<file path="src/rtl/post_rgb2ycbcr_pkg.sv">
// Shared constants and helpers for the RGB888 to YCbCr444 (BT.601 full range) converter.
// The coefficients are the 8-bit fixed-point weights; sums are 18-bit two's complement.
package post_rgb2ycbcr_pkg;

  localparam int unsigned CoefYR  = 77;
  localparam int unsigned CoefYG  = 150;
  localparam int unsigned CoefYB  = 29;
  localparam int unsigned CoefCbR = 43;
  localparam int unsigned CoefCbG = 85;
  localparam int unsigned CoefCbB = 128;
  localparam int unsigned CoefCrR = 128;
  localparam int unsigned CoefCrG = 107;
  localparam int unsigned CoefCrB = 21;

  localparam int unsigned OffY = 128;
  localparam int unsigned OffC = 32768;

  localparam int unsigned Latency = 3;
  localparam int unsigned CntW    = 16;

  localparam int unsigned PixW  = 8;
  localparam int unsigned ProdW = 16;
  localparam int unsigned SumW  = 18;

  typedef struct packed {
    logic [ProdW-1:0] yr;
    logic [ProdW-1:0] yg;
    logic [ProdW-1:0] yb;
    logic [ProdW-1:0] cbr;
    logic [ProdW-1:0] cbg;
    logic [ProdW-1:0] cbb;
    logic [ProdW-1:0] crr;
    logic [ProdW-1:0] crg;
    logic [ProdW-1:0] crb;
  } prod_t;

  // Sum bits are two's complement; sat_pix reinterprets them as signed.
  typedef struct packed {
    logic [SumW-1:0] y;
    logic [SumW-1:0] cb;
    logic [SumW-1:0] cr;
  } sum_t;

  function automatic logic [PixW-1:0] sat_pix(input logic signed [SumW-1:0] s);
    logic signed [SumW-9:0] sh;
    logic [PixW-1:0]        res;
    sh = $signed(s[SumW-1:8]);
    if (sh < 0) begin
      res = '0;
    end else if (sh > 255) begin
      res = '1;
    end else begin
      res = sh[PixW-1:0];
    end
    return res;
  endfunction

endpackage

</file>
<file path="src/rtl/post_sync_dly.sv">
// Fixed-depth delay line for the {v_sync, h_sync, valid} bundle, keeping
// control aligned with the datapath pipeline.
module post_sync_dly
  import post_rgb2ycbcr_pkg::*;
#(
  parameter int unsigned Depth = Latency
) (
  input  logic       clk_i,
  input  logic       rst_i,
  input  logic [2:0] d_i,
  output logic [2:0] q_o
);

  logic [Depth-1:0][2:0] sr_d, sr_q;

  always_comb begin
    sr_d[0] = d_i;
    for (int unsigned i = 1; i < Depth; i++) begin
      sr_d[i] = sr_q[i-1];
    end
  end

  always_ff @(posedge clk_i or posedge rst_i) begin
    if (rst_i) begin
      sr_q <= '0;
    end else begin
      sr_q <= sr_d;
    end
  end

  assign q_o = sr_q[Depth-1];

endmodule

</file>
<file path="src/rtl/post_rgb2ycbcr.sv">
// RGB888 to YCbCr444 converter: 3-stage pipeline (products, sums, shift/saturate).
// Define POST_RGB2YCBCR_LINE_CHK_EN to build the sticky line-length checker.
module post_rgb2ycbcr
  import post_rgb2ycbcr_pkg::*;
#(
  parameter int unsigned IMG_W  = 1280,
  parameter int unsigned DATA_W = 8
) (
  input  logic              I_Clk,
  input  logic              I_Rsy,
  input  logic              I_V_Sync,
  input  logic              I_H_Sync,
  input  logic              I_RGB_Vaild,
  input  logic [DATA_W-1:0] I_RGB_Data_r,
  input  logic [DATA_W-1:0] I_RGB_Data_g,
  input  logic [DATA_W-1:0] I_RGB_Data_b,
  output logic              O_V_Sync,
  output logic              O_H_Sync,
  output logic              O_YCbCr_Vaild,
  output logic [DATA_W-1:0] O_Y_Data,
  output logic [DATA_W-1:0] O_Cb_Data,
  output logic [DATA_W-1:0] O_Cr_Data,
  output logic              O_Line_Err
);

  prod_t             prod_d, prod_q;
  sum_t              sum_d, sum_q;
  logic [DATA_W-1:0] y_d, y_q, cb_d, cb_q, cr_d, cr_q;
  logic [2:0]        sync_dly;

  always_comb begin
    prod_d.yr  = ProdW'(I_RGB_Data_r) * ProdW'(CoefYR);
    prod_d.yg  = ProdW'(I_RGB_Data_g) * ProdW'(CoefYG);
    prod_d.yb  = ProdW'(I_RGB_Data_b) * ProdW'(CoefYB);
    prod_d.cbr = ProdW'(I_RGB_Data_r) * ProdW'(CoefCbR);
    prod_d.cbg = ProdW'(I_RGB_Data_g) * ProdW'(CoefCbG);
    prod_d.cbb = ProdW'(I_RGB_Data_b) * ProdW'(CoefCbB);
    prod_d.crr = ProdW'(I_RGB_Data_r) * ProdW'(CoefCrR);
    prod_d.crg = ProdW'(I_RGB_Data_g) * ProdW'(CoefCrG);
    prod_d.crb = ProdW'(I_RGB_Data_b) * ProdW'(CoefCrB);
  end

  // Modulo-2^18 arithmetic yields the same bits as the signed sum.
  always_comb begin
    sum_d.y  = SumW'(prod_q.yr) + SumW'(prod_q.yg) + SumW'(prod_q.yb) + SumW'(OffY);
    sum_d.cb = SumW'(OffC) - SumW'(prod_q.cbr) - SumW'(prod_q.cbg) + SumW'(prod_q.cbb);
    sum_d.cr = SumW'(OffC) + SumW'(prod_q.crr) - SumW'(prod_q.crg) - SumW'(prod_q.crb);
  end

  always_comb begin
    y_d  = DATA_W'(sat_pix(sum_q.y));
    cb_d = DATA_W'(sat_pix(sum_q.cb));
    cr_d = DATA_W'(sat_pix(sum_q.cr));
  end

  always_ff @(posedge I_Clk or posedge I_Rsy) begin
    if (I_Rsy) begin
      prod_q <= '0;
      sum_q  <= '0;
      y_q    <= '0;
      cb_q   <= '0;
      cr_q   <= '0;
    end else begin
      prod_q <= prod_d;
      sum_q  <= sum_d;
      y_q    <= y_d;
      cb_q   <= cb_d;
      cr_q   <= cr_d;
    end
  end

  post_sync_dly #(
    .Depth (Latency)
  ) u_sync_dly (
    .clk_i (I_Clk),
    .rst_i (I_Rsy),
    .d_i   ({I_V_Sync, I_H_Sync, I_RGB_Vaild}),
    .q_o   (sync_dly)
  );

  assign O_V_Sync      = sync_dly[2];
  assign O_H_Sync      = sync_dly[1];
  assign O_YCbCr_Vaild = sync_dly[0];

  // Blank data outside valid so downstream never sees bubbles' stale values.
  assign O_Y_Data  = O_YCbCr_Vaild ? y_q  : '0;
  assign O_Cb_Data = O_YCbCr_Vaild ? cb_q : '0;
  assign O_Cr_Data = O_YCbCr_Vaild ? cr_q : '0;

`ifdef POST_RGB2YCBCR_LINE_CHK_EN
  logic            vld_q, vs_q, err_d, err_q;
  logic [CntW-1:0] cnt_d, cnt_q;
  logic            vld_fall, vs_rise;

  always_comb begin
    vld_fall = vld_q & ~I_RGB_Vaild;
    vs_rise  = I_V_Sync & ~vs_q;
    cnt_d    = cnt_q;
    err_d    = err_q;
    if (I_RGB_Vaild && (cnt_q != '1)) begin
      cnt_d = cnt_q + 1'b1;
    end
    if (vld_fall) begin
      cnt_d = '0;
      if (cnt_q != CntW'(IMG_W)) begin
        err_d = 1'b1;
      end
    end
    // Frame start clears after the compare so it wins a same-cycle mismatch.
    if (vs_rise) begin
      cnt_d = '0;
      err_d = 1'b0;
    end
  end

  always_ff @(posedge I_Clk or posedge I_Rsy) begin
    if (I_Rsy) begin
      vld_q <= 1'b0;
      vs_q  <= 1'b0;
      cnt_q <= '0;
      err_q <= 1'b0;
    end else begin
      vld_q <= I_RGB_Vaild;
      vs_q  <= I_V_Sync;
      cnt_q <= cnt_d;
      err_q <= err_d;
    end
  end

  assign O_Line_Err = err_q;
`else
  logic unused_img_w;
  assign unused_img_w = ^IMG_W;
  assign O_Line_Err   = 1'b0;
`endif

endmodule
</file>
<file path="config.mk">
export PLATFORM = sky130hd
export DESIGN_NAME = post_rgb2ycbcr
export DESIGN_NICKNAME = d
export VERILOG_FILES = /design/src/rtl/post_rgb2ycbcr_pkg.sv /design/src/rtl/post_sync_dly.sv /design/src/rtl/post_rgb2ycbcr.sv
export SDC_FILE = /design/constraint.sdc
export NUM_CORES = 1
export LEC_CHECK = 0
export ABC_AREA = 1
export CORE_MARGIN = 1.5
export CORE_UTILIZATION = 60
export CTS_CLUSTER_SIZE = 8
export DETAILED_ROUTE_END_ITERATION = 8
export GPL_TIMING_DRIVEN = 0
export HOLD_SLACK_MARGIN = 0.06
export PLACE_DENSITY = 0.76
export REMOVE_ABC_BUFFERS = 1
export SETUP_SLACK_MARGIN = 0.3
export SLEW_MARGIN = 20
export SYNTH_ARGS = -nofsm -noshare
export SYNTH_HDL_FRONTEND = slang
export SYNTH_SLANG_ARGS = --single-unit
</file>
<file path="constraint.sdc">
create_clock -name I_Clk -period 9.8 [get_ports I_Clk]
set_clock_uncertainty 0.2 [all_clocks]
set_input_delay 1.96 -clock I_Clk [delete_from_list [all_inputs] [get_ports I_Clk]]
set_output_delay 1.96 -clock I_Clk [all_outputs]
set_load 0.01 [all_outputs]
</file>
=== Word level (Yosys, flattened, before mapping) ===
Index checks and enable logic that the tools add are counted.

* Add/subtract/negate cells: 9
* Multipliers: 7
* Magnitude comparators: 6
* Multiplexer cells: 9

{| class="wikitable"
|+ Operators by type and width
! kind !! number
|-
| $mux W8 || 9
|-
| $mul A8 B7 Y15 const B || 4
|-
| $gt A10 B9 Y1 const B || 3
|-
| $lt A10 B1 Y1 const B || 3
|-
| $mul A8 B5 Y13 const B || 2
|-
| $add A17 B13 Y18 || 1
|-
| $add A18 B15 Y18 || 1
|-
| $add A18 B8 Y18 const B || 1
|-
| $sub A17 B15 Y18 || 1
|-
| $sub A17 B16 Y18 || 1
|-
| $sub A18 B13 Y18 || 1
|-
| $add A15 B16 Y17 || 1
|-
| $add A16 B15 Y17 const A || 1
|-
| $sub A16 B14 Y17 const A || 1
|-
| $mul A8 B6 Y14 const B || 1
|}

* Register bits after elaboration: 203
* Input port bits: 29
* Output and inout bits: 28
* Logic and storage cells: 49

=== Longest topological paths before layout ===
Gate-level depths: netlist (run 1).

* Depth in word-level cells: 3
* Mapped depth: 17
* Depth with buffers taken out: 17

=== By module ===
From an unflattened synthesis (run 1), not the netlist that was laid out.

* Cell total of the unflattened synthesis: 1798
* Area, all modules: 14894.3 sq um

{| class="wikitable"
|+ Modules (own cells, without submodules)
! module !! times used !! cells an instance !! area an instance (sq um) !! seq. area each (sq um)
|-
| post_rgb2ycbcr || 1 || 1788 || 14665.3 || 3903.7
|-
| post_sync_dly || 1 || 10 || 229.0 || 225.2
|}

=== Worst setup path after synthesis (run 1) ===
No wires, ideal clock.

* Path type: input -> register
* From: input port I_RGB_Data_g[1]
* To: register prod_q[30] (netlist bit)
* Setup time: 117 ps
* Data arrival time: 4715 ps
* Data required time: 9483 ps
* Slack: 4768 ps
* Stages: 13
* Path buffers: 0
* Path through: ha_1 -> fa_1 -> fa_1 -> inv_1 -> fa_1 -> inv_1 -> ha_1 -> a21oi_1 -> o21ai_0 -> nand2_1 -> nand3_1 -> nand2_1 -> nand2_1

{| class="wikitable"
|+ RTL lines
! item !! line !! text
|-
| start, declared || post_rgb2ycbcr.sv:15 || <nowiki>input logic [DATA_W-1:0] I_RGB_Data_g,</nowiki>
|-
| end signal, assigned || post_rgb2ycbcr.sv:64 || <nowiki>prod_q <= prod_d;</nowiki>
|-
| end, declared || post_rgb2ycbcr.sv:26 || <nowiki>prod_t prod_d, prod_q;</nowiki>
|}

==> results of run 1 <==
per-layer routing:
layer	part of all wire, %	up-vias	global-route usage (%)
met5	0	-	0
met4	3.1	0	9.86
met3	4.0	51	3.23
met2	48	232	45.3
met1	45	5193	33.7
li1	-	5805	-
worst max-delay path, stage by stage:
cell             delay, ns
clkdlybuf4s50_1       0.77
ha_1                  0.59
fa_1                  0.47
fa_1                  0.55
inv_1                 0.06
fa_1                  0.50
inv_1                 0.05
ha_1                  0.34
a21oi_1               0.20
o21ai_0               0.15
nand2_1               0.12
nand3_1               0.07
nand2_1               0.06
nand2_1               0.04
report_power, final:
group	total (mW)	switching (mW)	internal, mW
logic	3.43	2.12	1.30
registers	1.09	0.128	0.963
clock network	0.741	0.277	0.464
cell usage after synthesis, drive strengths merged, types with 8 or more instances:
cell type,count
a21o,8
a21oi,93
clkbuf,8
dfrtp,165
fa,80
ha,278
inv,386
nand2,375
nand3,86
nand4,23
nor2,139
nor3,18
o21ai,48
o21bai,11
xnor2,17
xor2,45
worst min-delay path by stage:
stage,to,slack [ns],cells past startpoint,startpoint
after global placement,u_sync_dly.q_o[2],0.13,0,u_sync_dly.sr_d[8]
after CTS,u_sync_dly.sr_d[7],0.15,0,u_sync_dly.sr_d[4]
after floorplan,u_sync_dly.q_o[0],0.13,0,u_sync_dly.sr_d[6]
after global routing,u_sync_dly.sr_d[7],0.15,0,u_sync_dly.sr_d[4]
after detailed placement,u_sync_dly.q_o[2],0.13,0,u_sync_dly.sr_d[8]
final,u_sync_dly.sr_d[7],0.15,0,u_sync_dly.sr_d[4]
sequential cells by signal (all words and copies together), names as in the netlist:
| signal | flops |
|---|---|
| cr_q | 8 |
| sum_q | 30 |
| prod_q | 102 |
| u_sync_dly.q_o | 3 |
| cb_q | 8 |
| u_sync_dly.sr_d | 6 |
| y_q | 8 |
cells by family (layout without fill, tap and decap cells):
kind of cell               after synthesis  after routing  synth area share [%]
and+or+nand+nor                        651            651                  18.3
buffers and inverters                  396            474                  10.0
adders and majority gates              358            358                  34.1
AOI/OAI and AO/OA                      169            169                  6.27
DFF                                    165            165                  27.7
xor gates and xnor gates                62             62                  3.64
other                                    1              1                0.0251
final cells by class:
type | instances | area (µm²) | area share (%)
multi-input combinational | 1241 | 9290 | 56.2
sequential | 165 | 4130 | 25.0
inverter | 386 | 1460 | 8.82
timing repair buffer | 56 | 578 | 3.50
clock buffer | 19 | 443 | 2.68
tap | 324 | 405 | 2.45
clock inverter | 13 | 223 | 1.35
==> impl_metrics.ini, run 1 <==
[clocking]
cts_max_level = 4
cts_hold_buf = 0
cts_setup_buffers = 0
cts_buffers = 17
clock-root-buffer = clkbuf_16
clock_sinks = 165
clk_latency_ns = 0.42
cts_buffer_depth = 2
ctsResizeCount = 0
clk_pin_slew_ns = 0.06
tritoncts = done

[timing]
hold_ws_ns = 0.153
slew_viol_final = 0
min_period_ns = 5.81
maxSlewHeadroom_pct = 54.5
setup_violations = 0
max_freq_ghz = 0.172
rsz0062_at_grt = no
fin_crit_sh_pct = 59.2
tightestPinTransition_ns = 0.682
tns_ns = 0
worst_slack_ns = 3.99
hold_violations = 0

[cells_and_area]
finalNonFillerCells = 2204
layout-drive-gt1-share_pct = 3.09
nFillCells = 2007
final_area_mm2 = 0.0165
layout_common_cells = inv_1 (381), nand2_1 (369), ha_1 (278)
syn_to_final_growth_pct = 10.8
fin_nets = 2254
post-route-util_pct = 67.9
final_common_cell = inv_1
antenna_cells = 0

[setup_path]
arrival_ns = 5.93
reg2reg_slack_ns = 6.31
worstSetupEndpointType = flop
cp-start-kind = primary input
cp-startpoint = I_RGB_Data_g[6]
r2r_end = sum_q[31]
worst_r2r_startpoint = prod_q[39]
cp.required_ns = 9.92
path_max_fanout = 11
worstSetupPathType = in -> reg
cp-endpoint = prod_q[28]
r2r_cells = 15

[placed_design]
place_ws_ns = 3.52
placedCellCount = 2172
placed_area_mm2 = 0.0159
place.gp.congestion = 0.897
io_buffers = 55
hpwl_um = 26200

[grt]
antenna_found_initial = 1
grt_max_degree = 114
overflow = 0
grt_pass1_vias = 11300
grt_first_pass_wirelength_um = 53200
grt_util_all_layers_pct = 26.2

[synthesis]
synthCells = 1802
synth_top_flop_cell = dfrtp_1
synth_top_area_cell = dfrtp_1
ys_warn_count = 0
synth_edf_count = 0
synth-async-reset-ratio_pct = 100
synth-seq-area-share_pct = 27.7
syn_area_per_cell_um2 = 8.28
synth_area_mm2 = 0.0149
synth_seq_cells = 165
synth_area_leaders = dfrtp_1 (28%), ha_1 (23%), fa_1 (11%)
ys_types = 35
synth_top_area_share_pct = 27.7

[floorplanning]
ios = 57
core_mm2 = 0.0243
rows = 57
start_util_pct = 61.3
die_w_um = 161
die_h_um = 161
dieArea_mm2 = 0.0258

[detailed_routing]
wl_um = 31100
viasPerCell = 5.12
dr.pass1.iters = 5
postRouteAntennaNets = 0
routed-via-count = 11300
drt_iter0_drc = 454
wl_per_cell_um = 14.1
drc = 0

[worst_hold_path]
hp-class = reg -> reg

[job]
maxCapViolations = 0

[power_and_ir_drop]
p_per_area_mw_per_mm2 = 318
vdd.ir_drop.worst_mv = 0.234
power_mw = 5.26
p_leak_nw = 9.45

[run_status]
status = finished clean
No activity file was read; power rests on OpenSTA's default activity.
==> run 2: changes to the inputs <==
- clock period: 9.8 -> 5.5 ns (I/O delays scaled with it)
==> run 2 against run 1 <==
  * Core utilization about the same
  * Global-route usage is the same
  * Clock power rose by 78%
  * Sequential power rose by 78%
  * Cell area about the same
  * Count of clock-buffer cells in the layout stayed put
  * Worst hold slack hardly changed
==> impl_metrics.ini, run 2 (synthesized netlist as in run 1, its figures left out) <==
[setup_path]
arrival_ns = 4.83
cp_cell_sequence = clkdlybuf4s50_1 -> ha_1 -> fa_1 -> fa_1 -> inv_1 -> fa_1 -> inv_1 -> ha_1 -> a21oi_1 -> o21ai_0 -> nand2_1 -> nand3_1 -> nand2_1 -> nand2_1
critPathTopFamily = adder cells
r2r_cells = 15
cp.required_ns = 5.62
worstSetupEndpointType = flop
slowest_stage = clkdlybuf4s50_1
path_max_fanout = 7
crit_path_max_incr_delay_ns = 0.62
cp-start-kind = primary input
worstSetupPathType = in -> reg
crit_buf_inv = 3
crit_cells = 14

[grt]
grt_pass1_vias = 11300
grt_max_degree = 114
overflow = 0
grt_util_all_layers_pct = 26.2
antenna_found_initial = 1
grt_first_pass_wirelength_um = 53200

[floorplanning]
dieArea_mm2 = 0.0258
die_h_um = 161
ios = 57
rows = 57
die_w_um = 161
core_mm2 = 0.0243
start_util_pct = 61.3

[cells_and_area]
fin_nets = 2254
multi_input_area_mm2 = 0.00929
register_area_mm2 = 0.00413
nFillCells = 2007
finalNonFillerCells = 2204
final_common_cell = inv_1
largest_reg_flops = 102
top_regs = prod_q x102, sum_q x30
regMostFlops = prod_q
layout-drive-gt1-share_pct = 3.09
antenna_cells = 0
layout_common_cells = inv_1 (381), nand2_1 (369), ha_1 (278)
syn_to_final_growth_pct = 10.8

[timing]
fin_crit_sh_pct = 85.6
tightestPinTransition_ns = 0.681
hold_violations = 0
max_freq_ghz = 0.212
setup_violations = 0
maxSlewHeadroom_pct = 54.6
hold_ws_ns = 0.153
tns_ns = 0
min_period_ns = 4.71
rsz0062_at_grt = no
slew_viol_final = 0

[power_and_ir_drop]
pwr-share-clk_pct = 14.1
swShare_pct = 48.1
internal_power_mw = 4.86
p_leak_nw = 9.46
p_per_area_mw_per_mm2 = 567
seqPwrFrac_pct = 20.7
p_sw_mw = 4.50
vdd.ir_drop.worst_mv = 0.416
power_frac_comb_pct = 65.1

[detailed_routing]
drc = 0
wl_um = 31000
drt_iter0_drc = 454
viasPerCell = 5.12
postRouteAntennaNets = 0
dr.pass1.iters = 5
routed-via-count = 11300
wl_per_cell_um = 14.1

[placed_design]
place.gp.congestion = 0.897
hpwl_um = 26200
io_buffers = 55
placedCellCount = 2172

[run_status]
status = finished clean

[clocking]
cts_max_level = 4
cts_buffer_depth = 2
clock-root-buffer = clkbuf_16
clk_latency_ns = 0.43
clock_sinks = 165
tritoncts = done
clk_pin_slew_ns = 0.06
cts_buffers = 17
cts_setup_buffers = 0

[job]
maxCapViolations = 0

[worst_hold_path]
hp-class = reg -> reg
holdPathStages = 0
==> run 2: cell type report <==
type | instances | area share, %
well taps | 324 | 2.45
inverters | 386 | 8.81
repair buffers | 56 | 3.51
clock inverters | 13 | 1.35
multi-input cells | 1241 | 56.2
flip-flops and latches | 165 | 25.0
clock buffers | 19 | 2.68
==> run 2: path summary, 6_finish.rpt <==
| check | start | to | slack, ns |
|---|---|---|---|
| max in group asynchronous | I_Rsy | prod_q[2] | 3.40 |
| min reg2reg | u_sync_dly.sr_d[4] | u_sync_dly.sr_d[7] | 0.15 |
| min | u_sync_dly.sr_d[4] | u_sync_dly.sr_d[7] | 0.15 |
| max reg2reg | prod_q[39] | sum_q[31] | 2.01 |
| max | I_RGB_Data_g[4] | prod_q[28] | 0.79 |
| min in group asynchronous | I_Rsy | sum_q[26] | 0.88 |
==> run 2: power groups by stage <==
stage	sequential, mW	clock (mW)	combinational [mW]
final	1.94	1.32	6.10
after CTS	1.94	1.34	6.08
after global placement	1.96	0	5.90
after detailed placement	1.97	0	6.01
after global routing	1.99	1.40	7.11
after floorplan	1.87	0	4.66
==> run 2: timing repair <==
item	CTS	global route
hold buffers	0	0
setup endpoints to repair	0	4
gates resized for setup	0	1
==> run 2: metal layers <==
metal / global-route usage [%] / wire length (µm)
met5: 0 / 0
met4: 9.86 / 974
met3: 3.23 / 1370
met2: 45.3 / 14800
met1: 33.7 / 13900
==> run 2: per-stage QoR <==
stage                     total power, mW  worst slack [ns]  utilization [%]  instance area, µm²
after floorplan                      6.54            -0.262                -               14900
after global placement               7.85             -1.99             65.0               15800
after detailed placement             7.97            0.0777             65.2               15900
after CTS                            9.37             0.528             67.9               16500
after global routing                 10.5             0.502             67.9               16500
final                                9.37             0.791             67.9               16500
